--- src/rtl/power_pkg.sv ---
// Shared constants and helpers for the iterative power unit.
package power_pkg;

    localparam int unsigned STATE_W = 2;

    localparam logic [STATE_W-1:0] S_IDLE = 2'd0;
    localparam logic [STATE_W-1:0] S_BUSY = 2'd1;
    localparam logic [STATE_W-1:0] S_DONE = 2'd2;

    // Ceiling log2, usable in constant expressions; clog2(1) == 0.
    function automatic int unsigned clog2(input int unsigned v);
        int unsigned r;
        r = 0;
        for (int i = 0; i < 32; i++) begin
            if ((32'd1 << i) < v) begin
                r = 32'(i + 1);
            end
        end
        return r;
    endfunction

endpackage

--- src/rtl/power_unit_if.sv ---
// Operand/result handshake bundle between source, power unit and consumer.
interface power_unit_if #(
    parameter int unsigned DATA_W = 8,
    parameter int unsigned EXP_W  = 4
);
    logic              in_valid;
    logic              in_ready;
    logic [DATA_W-1:0] in_base;
    logic [EXP_W-1:0]  in_exp;
    logic              out_valid;
    logic              out_ready;
    logic [DATA_W-1:0] out_data;
    logic              out_ovf;
    logic              busy;

    modport master (
        output in_valid, in_base, in_exp, out_ready,
        input  in_ready, out_valid, out_data, out_ovf, busy
    );

    modport slave (
        input  in_valid, in_base, in_exp, out_ready,
        output in_ready, out_valid, out_data, out_ovf, busy
    );
endinterface

--- src/rtl/power_ctrl.sv ---
// Sequencer for the power unit: IDLE/BUSY/DONE FSM and exponent down-counter.
module power_ctrl
    import power_pkg::*;
#(
    parameter int unsigned EXP_W = 4
) (
    input  logic             clk,
    input  logic             rst,
    input  logic             i_in_valid,
    input  logic [EXP_W-1:0] i_exp,
    input  logic             i_out_ready,
    output logic             o_in_ready,
    output logic             o_busy,
    output logic             o_out_valid,
    output logic             o_acc_load_c,
    output logic             o_acc_step_c,
    output logic             o_fin_c
);

    logic [STATE_W-1:0] r_state;
    logic [STATE_W-1:0] w_state_nxt;
    logic [EXP_W-1:0]   r_cnt;
    logic [EXP_W-1:0]   w_cnt_nxt;
    logic               r_in_ready;
    logic               r_busy;
    logic               r_out_valid;
    logic               w_acc_load;
    logic               w_acc_step;
    logic               w_fin;

    // Next-state and datapath strobes; w_fin marks the edge that enters DONE.
    always_comb begin
        w_state_nxt = r_state;
        w_cnt_nxt   = r_cnt;
        w_acc_load  = 1'b0;
        w_acc_step  = 1'b0;
        w_fin       = 1'b0;
        case (r_state)
            S_IDLE: begin
                if (i_in_valid) begin
                    w_acc_load = 1'b1;
                    w_cnt_nxt  = i_exp;
                    if (i_exp == '0) begin
                        w_state_nxt = S_DONE;
                        w_fin       = 1'b1;
                    end else begin
                        w_state_nxt = S_BUSY;
                    end
                end
            end
            S_BUSY: begin
                w_acc_step = 1'b1;
                w_cnt_nxt  = r_cnt - EXP_W'(1);
                if (r_cnt == EXP_W'(1)) begin
                    w_state_nxt = S_DONE;
                    w_fin       = 1'b1;
                end
            end
            S_DONE: begin
                if (i_out_ready) begin
                    w_state_nxt = S_IDLE;
                end
            end
            default: begin
                w_state_nxt = S_IDLE;
            end
        endcase
    end

    // Handshake outputs are flops mirroring the next state, so they decode registered state.
    always_ff @(posedge clk) begin
        if (rst) begin
            r_state     <= S_IDLE;
            r_cnt       <= '0;
            r_in_ready  <= 1'b1;
            r_busy      <= 1'b0;
            r_out_valid <= 1'b0;
        end else begin
            r_state     <= w_state_nxt;
            r_cnt       <= w_cnt_nxt;
            r_in_ready  <= (w_state_nxt == S_IDLE);
            r_busy      <= (w_state_nxt == S_BUSY);
            r_out_valid <= (w_state_nxt == S_DONE);
        end
    end

    assign o_in_ready   = r_in_ready;
    assign o_busy       = r_busy;
    assign o_out_valid  = r_out_valid;
    assign o_acc_load_c = w_acc_load;
    assign o_acc_step_c = w_acc_step;
    assign o_fin_c      = w_fin;

endmodule

--- src/rtl/power_unit.sv ---
// Iterative p**q engine: operand latch, accumulator, multiplier and sticky overflow.
module power_unit
    import power_pkg::*;
#(
    parameter int unsigned DATA_W = 8,
    parameter int unsigned EXP_W  = 4
) (
    input  logic         clk,
    input  logic         rst,
    power_unit_if.slave  bus
);

    localparam int unsigned PROD_W = 2 * DATA_W;

    logic [DATA_W-1:0] r_base;
    logic [DATA_W-1:0] r_acc;
    logic              r_ovf;
    logic [DATA_W-1:0] r_out_data;
    logic              r_out_ovf;

    logic [PROD_W-1:0] w_prod;
    logic [DATA_W-1:0] w_prod_lo;
    logic [DATA_W-1:0] w_prod_hi;
    logic              w_ovf_nxt;
    logic              w_acc_load;
    logic              w_acc_step;
    logic              w_fin;

    power_ctrl #(
        .EXP_W (EXP_W)
    ) u_ctrl (
        .clk          (clk),
        .rst          (rst),
        .i_in_valid   (bus.in_valid),
        .i_exp        (bus.in_exp),
        .i_out_ready  (bus.out_ready),
        .o_in_ready   (bus.in_ready),
        .o_busy       (bus.busy),
        .o_out_valid  (bus.out_valid),
        .o_acc_load_c (w_acc_load),
        .o_acc_step_c (w_acc_step),
        .o_fin_c      (w_fin)
    );

    assign w_prod    = PROD_W'(r_acc) * PROD_W'(r_base);
    assign w_prod_lo = w_prod[DATA_W-1:0];
    assign w_prod_hi = w_prod[PROD_W-1:DATA_W];
    // Once wrapped, the low bits alone can no longer reveal overflow, so keep it sticky for p>1.
    assign w_ovf_nxt = (w_prod_hi != '0) | (r_ovf & (r_base > DATA_W'(1)));

    always_ff @(posedge clk) begin
        if (rst) begin
            r_base     <= '0;
            r_acc      <= '0;
            r_ovf      <= 1'b0;
            r_out_data <= '0;
            r_out_ovf  <= 1'b0;
        end else begin
            if (w_acc_load) begin
                r_base <= bus.in_base;
                r_acc  <= DATA_W'(1);
                r_ovf  <= 1'b0;
            end else if (w_acc_step) begin
                r_acc  <= w_prod_lo;
                r_ovf  <= w_ovf_nxt;
            end
            // Result registers change only on entry to DONE and hold through the idle gap.
            if (w_fin) begin
                if (w_acc_load) begin
                    r_out_data <= DATA_W'(1);
                    r_out_ovf  <= 1'b0;
                end else begin
                    r_out_data <= w_prod_lo;
                    r_out_ovf  <= w_ovf_nxt;
                end
            end
        end
    end

    assign bus.out_data = r_out_data;
    assign bus.out_ovf  = r_out_ovf;

endmodule
--- src/flat_wrapper.sv ---
// flat-port wrapper written by rule: the top's interface ports become plain ports
module power_unit_flat import power_pkg::*;
#(
    parameter int unsigned DATA_W = 8,
    parameter int unsigned EXP_W  = 4
)
  (clk, rst, bus_in_valid, bus_in_base, bus_in_exp, bus_out_ready, bus_in_ready, bus_out_valid, bus_out_data, bus_out_ovf, bus_busy);
  power_unit_if #(.DATA_W(DATA_W), .EXP_W(EXP_W)) bus_i ();
  input  logic clk;
  input  logic rst;
  input wire logic [$bits(bus_i.in_valid)-1:0] bus_in_valid;
  input wire logic [$bits(bus_i.in_base)-1:0] bus_in_base;
  input wire logic [$bits(bus_i.in_exp)-1:0] bus_in_exp;
  input wire logic [$bits(bus_i.out_ready)-1:0] bus_out_ready;
  output wire logic [$bits(bus_i.in_ready)-1:0] bus_in_ready;
  output wire logic [$bits(bus_i.out_valid)-1:0] bus_out_valid;
  output wire logic [$bits(bus_i.out_data)-1:0] bus_out_data;
  output wire logic [$bits(bus_i.out_ovf)-1:0] bus_out_ovf;
  output wire logic [$bits(bus_i.busy)-1:0] bus_busy;
  assign bus_i.in_valid = bus_in_valid;
  assign bus_i.in_base = bus_in_base;
  assign bus_i.in_exp = bus_in_exp;
  assign bus_i.out_ready = bus_out_ready;
  assign bus_in_ready = bus_i.in_ready;
  assign bus_out_valid = bus_i.out_valid;
  assign bus_out_data = bus_i.out_data;
  assign bus_out_ovf = bus_i.out_ovf;
  assign bus_busy = bus_i.busy;
  power_unit #(.DATA_W(DATA_W), .EXP_W(EXP_W)) u_core (.clk(clk), .rst(rst), .bus(bus_i));
endmodule
--- config.mk ---
export PLATFORM = sky130hd
export DESIGN_NAME = power_unit_flat
export DESIGN_NICKNAME = d
export VERILOG_FILES = /design/src/rtl/power_pkg.sv /design/src/rtl/power_unit_if.sv /design/src/rtl/power_ctrl.sv /design/src/rtl/power_unit.sv /design/src/flat_wrapper.sv
export SDC_FILE = /design/constraint.sdc
export NUM_CORES = 1
export LEC_CHECK = 0
export ABC_AREA = 1
export CELL_PAD_IN_SITES_DETAIL_PLACEMENT = 0
export CELL_PAD_IN_SITES_GLOBAL_PLACEMENT = 1
export CORE_MARGIN = 4
export CORE_UTILIZATION = 44
export DETAILED_ROUTE_END_ITERATION = 8
export GPL_TIMING_DRIVEN = 0
export PLACE_DENSITY = 0.82
export SLEW_MARGIN = 20
export SYNTH_ARGS = -nofsm -noshare
export SYNTH_HDL_FRONTEND = slang
export SYNTH_HIERARCHICAL = 1
export SYNTH_SLANG_ARGS = --single-unit
--- constraint.sdc ---
create_clock -name clk -period 5.6 [get_ports clk]
set_input_delay 1.12 -clock clk [delete_from_list [all_inputs] [get_ports clk]]
set_output_delay 1.12 -clock clk [all_outputs]
set_load 0.02 [all_outputs]
==> summary.md <==
| Metric | Value |
|---|---|
| First-pass GRT wire length | roughly 15000 um |
| Final setup vio count | 0 |
| Core Footprint | 8382 sq um |
| Final global-route overflow total | 0 |
| R2R Path Start | u_core/r_acc[5] |
| Layout cells sized above 1 | 0.07926 |
| Final wirelength | 8481 um |
| Outcome | completed |
| Nets | 683 |
| DRC | 0 |
| Mapped Avg Cell Area | 6.910 sq um |
| Post-Synthesis Cells | 559 |
| Worst-Margin Slew | 587.3 ps |
| Mapped Nets | 649 |
| Worst setup SP type | register |
| Initial antenna violation count | 0 |
| I/O pin count | 28 |
| Antenna viol nets, final | 0 |
| Crit Path Class | register to register |
| Slew HR | 0.6070 |
| DIE AREA | 10340 sq um |
| GP Congestion | ~0.83 |
| Simple-Gate Fraction of Synth Area | 0.2750 |
| Power per standard cell area | 155.0 nW/um^2 |
| Post_cts resized | 0 |
| WHS Endpoint | u_core/bus.out_data[1] |
| XOR/XNOR share of the synthesized area | 0.009070 |
| Detail Placement HPWL | 6997 um |
| Max frequency | 214.1 MHz |
| Hold Fails Final Rpt | 0 |
| Pleak | 0.002396 uW |
| Final Cycle Share | 0.8342 |
| CTS tree | yes |
| Clock period minus worst slack | between 4000 and 5000 ps |
| Synth warn | 6 |
| R2R Setup Slk | 930 ps |
| Commonest non-fill, non-tap cells in the layout | nand2_1, inv_1, nor2_1 |
| Later-pin clock latency in the skew report | 290 ps |
| Synth Area in Compound Gates | 0.07159 |
| Largest family of logic cells by synthesized area | adder cells |
| Most common cell after layout, fill and taps aside | nand2_1 |
| Min-Delay Path Class | register to register |
| WHS | 468.7 ps |
| Worst setup startpoint | u_core/r_acc[5] |
| Most used cell, CP | nand2_1 |
| Die H | 101.7 um |
| Peak VDD IR | 112.6 uV |
| Largest net degree at the start of global routing | 12 |
| Post-synthesis mux area share | 0 |
| WL/cell | around 12 um |
| CP Max Fanout | 9 |
| Yosys top cell area share | 0.1866 |
| Post-synthesis sequential area ratio | 0.1814 |
| Max Cap Viol | 0 |
| Clk_skew | roughly 6.6 ps |
| FF-to-FF End | u_core/r_ovf |
| Clock sinks | 35 |
| Synth Area in Adders | 0.3097 |
| Postcts setup bufs | 0 |
| CTS Buf Count | 5 |
| IO Port Bufs | 27 |
| CTS max path bufs | 2 |
| H-tree depth | 2 |
| Hold depth | 2 |
| Via count | 3312 |
| Register bit count reported by yosys | 35 |
| Drt first pass iters | 5 |
| 1st-iter DRT viols | between 100 and 150 |
| DR vias/cell | 4.745 |
| Slowest cell on crit path | fa_1 |
| Unrepaired setup endpoints after global routing | no |
| Hold Crit Start | u_core/bus.out_data[1] |
| Post-CTS Hold Fix Bufs | 0 |
| Post-synth top area cell | fa_1 |
| Fillers | about 870 |
| Post-Syn Area | 3862 sq um |
| Final Max Slew Viols | 0 |
| Area delta synth->final | 13.15% |
| # rows | 33 |
| CTS root buf | clkbuf_8 |
| Worst-path clk slew | around 80 ps |
| Synth area leaders | fa_1, dfxtp_1, nand2_1 |
| Chip Width | 101.7 um |
| Final setup TNS | 0 ps |
| Cell variety after synth | 30 |
| Vias in the first global route | 3214 |
| Worst-path cell chain | clkbuf_1 -> nand2_1 -> fa_1 -> fa_1 -> fa_1 -> inv_1 -> fa_1 -> ha_1 -> nand2_2 -> inv_1 -> a21oi_2 -> nand2_1 -> nand2_1 -> nand2_1 -> nor2_1 -> nand2_1 -> nor2_2 -> nand3_2 -> o21ai_2 -> inv_1 |
| Initial Utilization | 0.4608 |
| Global Route Usage Sum | 0.1826 |
| # diodes | 0 |
| Required @ worst endpoint | between 5000 and 6000 ps |
| Critical Path AT | 4860 ps |
| Crit. End Element | register |
| R2R cell count | 20 |
| Slowest stage delay, CP | 580 ps |
-- per-layer routing --
layer	vias up	track usage	share of wire
met2	70	0.2892	0.46
met4	0	0.04499	0.0097
li1	1729	-	-
met1	1506	0.2613	0.50
met5	-	0	0
met3	7	0.02824	0.038
-- final cells by class --
type                            count  area [sq um]  share of cell area
Multi-Input combinational cell    375          2570              0.5880
Sequential cell                    35         700.7              0.1603
Inverter                          128         480.5              0.1099
Timing Repair Buffer               27         270.3             0.06184
Tap cell                          105         131.4             0.03006
Buffer                             21         111.4             0.02548
Clock buffer                        5         68.82             0.01575
Clock inverter                      2         37.54            0.008589
-- Yosys cell counts --
cell type,instances
nor2_1,46
inv_1,123
a21o_1,2
clkinv_1,1
o21bai_1,1
xor2_1,3
o21ai_0,15
a211oi_1,1
buf_2,7
dfxtp_1,35
nor2_4,4
buf_6,1
nand3_2,5
nor2_2,8
nand2_1,158
clkbuf_1,12
nand2_2,6
nand3_1,16
a21oi_2,3
inv_2,4
nand3b_1,2
a21oi_1,22
a22oi_1,1
o21ai_2,1
ha_1,38
nand4_1,3
buf_12,1
fa_1,36
xnor2_1,1
a31oi_1,3
-- per-stage QoR --
step	setup WS (ps)	power (uW)	instances	utilization	area, sq um
2_1_floorplan	1518	400.5	559	-	3862
3_3_place_gp	1012	455.7	691	0.5087	4264
3_5_place_dp	997.5	456.9	691	0.5087	4264
4_1_cts	968.1	686.8	698	0.5214	4370
5_1_grt	558.1	723.0	698	0.5214	4370
6_report	928.7	677.3	698	0.5214	4370
-- worst max path at each step --
stage | to | slack [ps] | cells past startpoint
detailed placement | u_core/bus.out_ovf | 1000 | 20
floorplan | u_core/r_ovf | 1520 | 20
finish | u_core/r_ovf | 930 | 20
global placement | u_core/bus.out_ovf | 1010 | 20
global route | u_core/bus.out_ovf | 560 | 20
CTS | u_core/r_ovf | 970 | 20
-- logic make-up after synthesis --
group,after synthesis
simple gates,248
fa+ha+maj,74
compound gates,49
flops,35
buf+inv,149
xor+xnor,4
-- critical path: cells and delay by family, from the launching register on --
kind                       cells  cell delay [ps]
AOI/OAI and AO/OA              2              290
adders and majority gates      5             2470
buffers and inverters          4              630
DFF                            1              310
and+or+nand+nor                9              870
-- report_power, final --
part / leakage (uW) / switching [uW] / internal, uW
clock: 0.0000502 / 96.1 / 130
sequential: 0.000286 / 6.85 / 265
combinational: 0.00206 / 115 / 64.9
total: 0.00240 / 218 / 460
-- state kept, by name (all words and copies together) (netlist names), 2 cells and up --
| register | cells |
|---|---|
| u_core/u_ctrl/r_cnt | 4 |
| u_core/r_base | 8 |
| u_core/bus.out_data | 8 |
| u_core/u_ctrl/r_state | 2 |
| u_core/r_acc | 8 |
No activity file was read; power rests on OpenSTA's default activity.
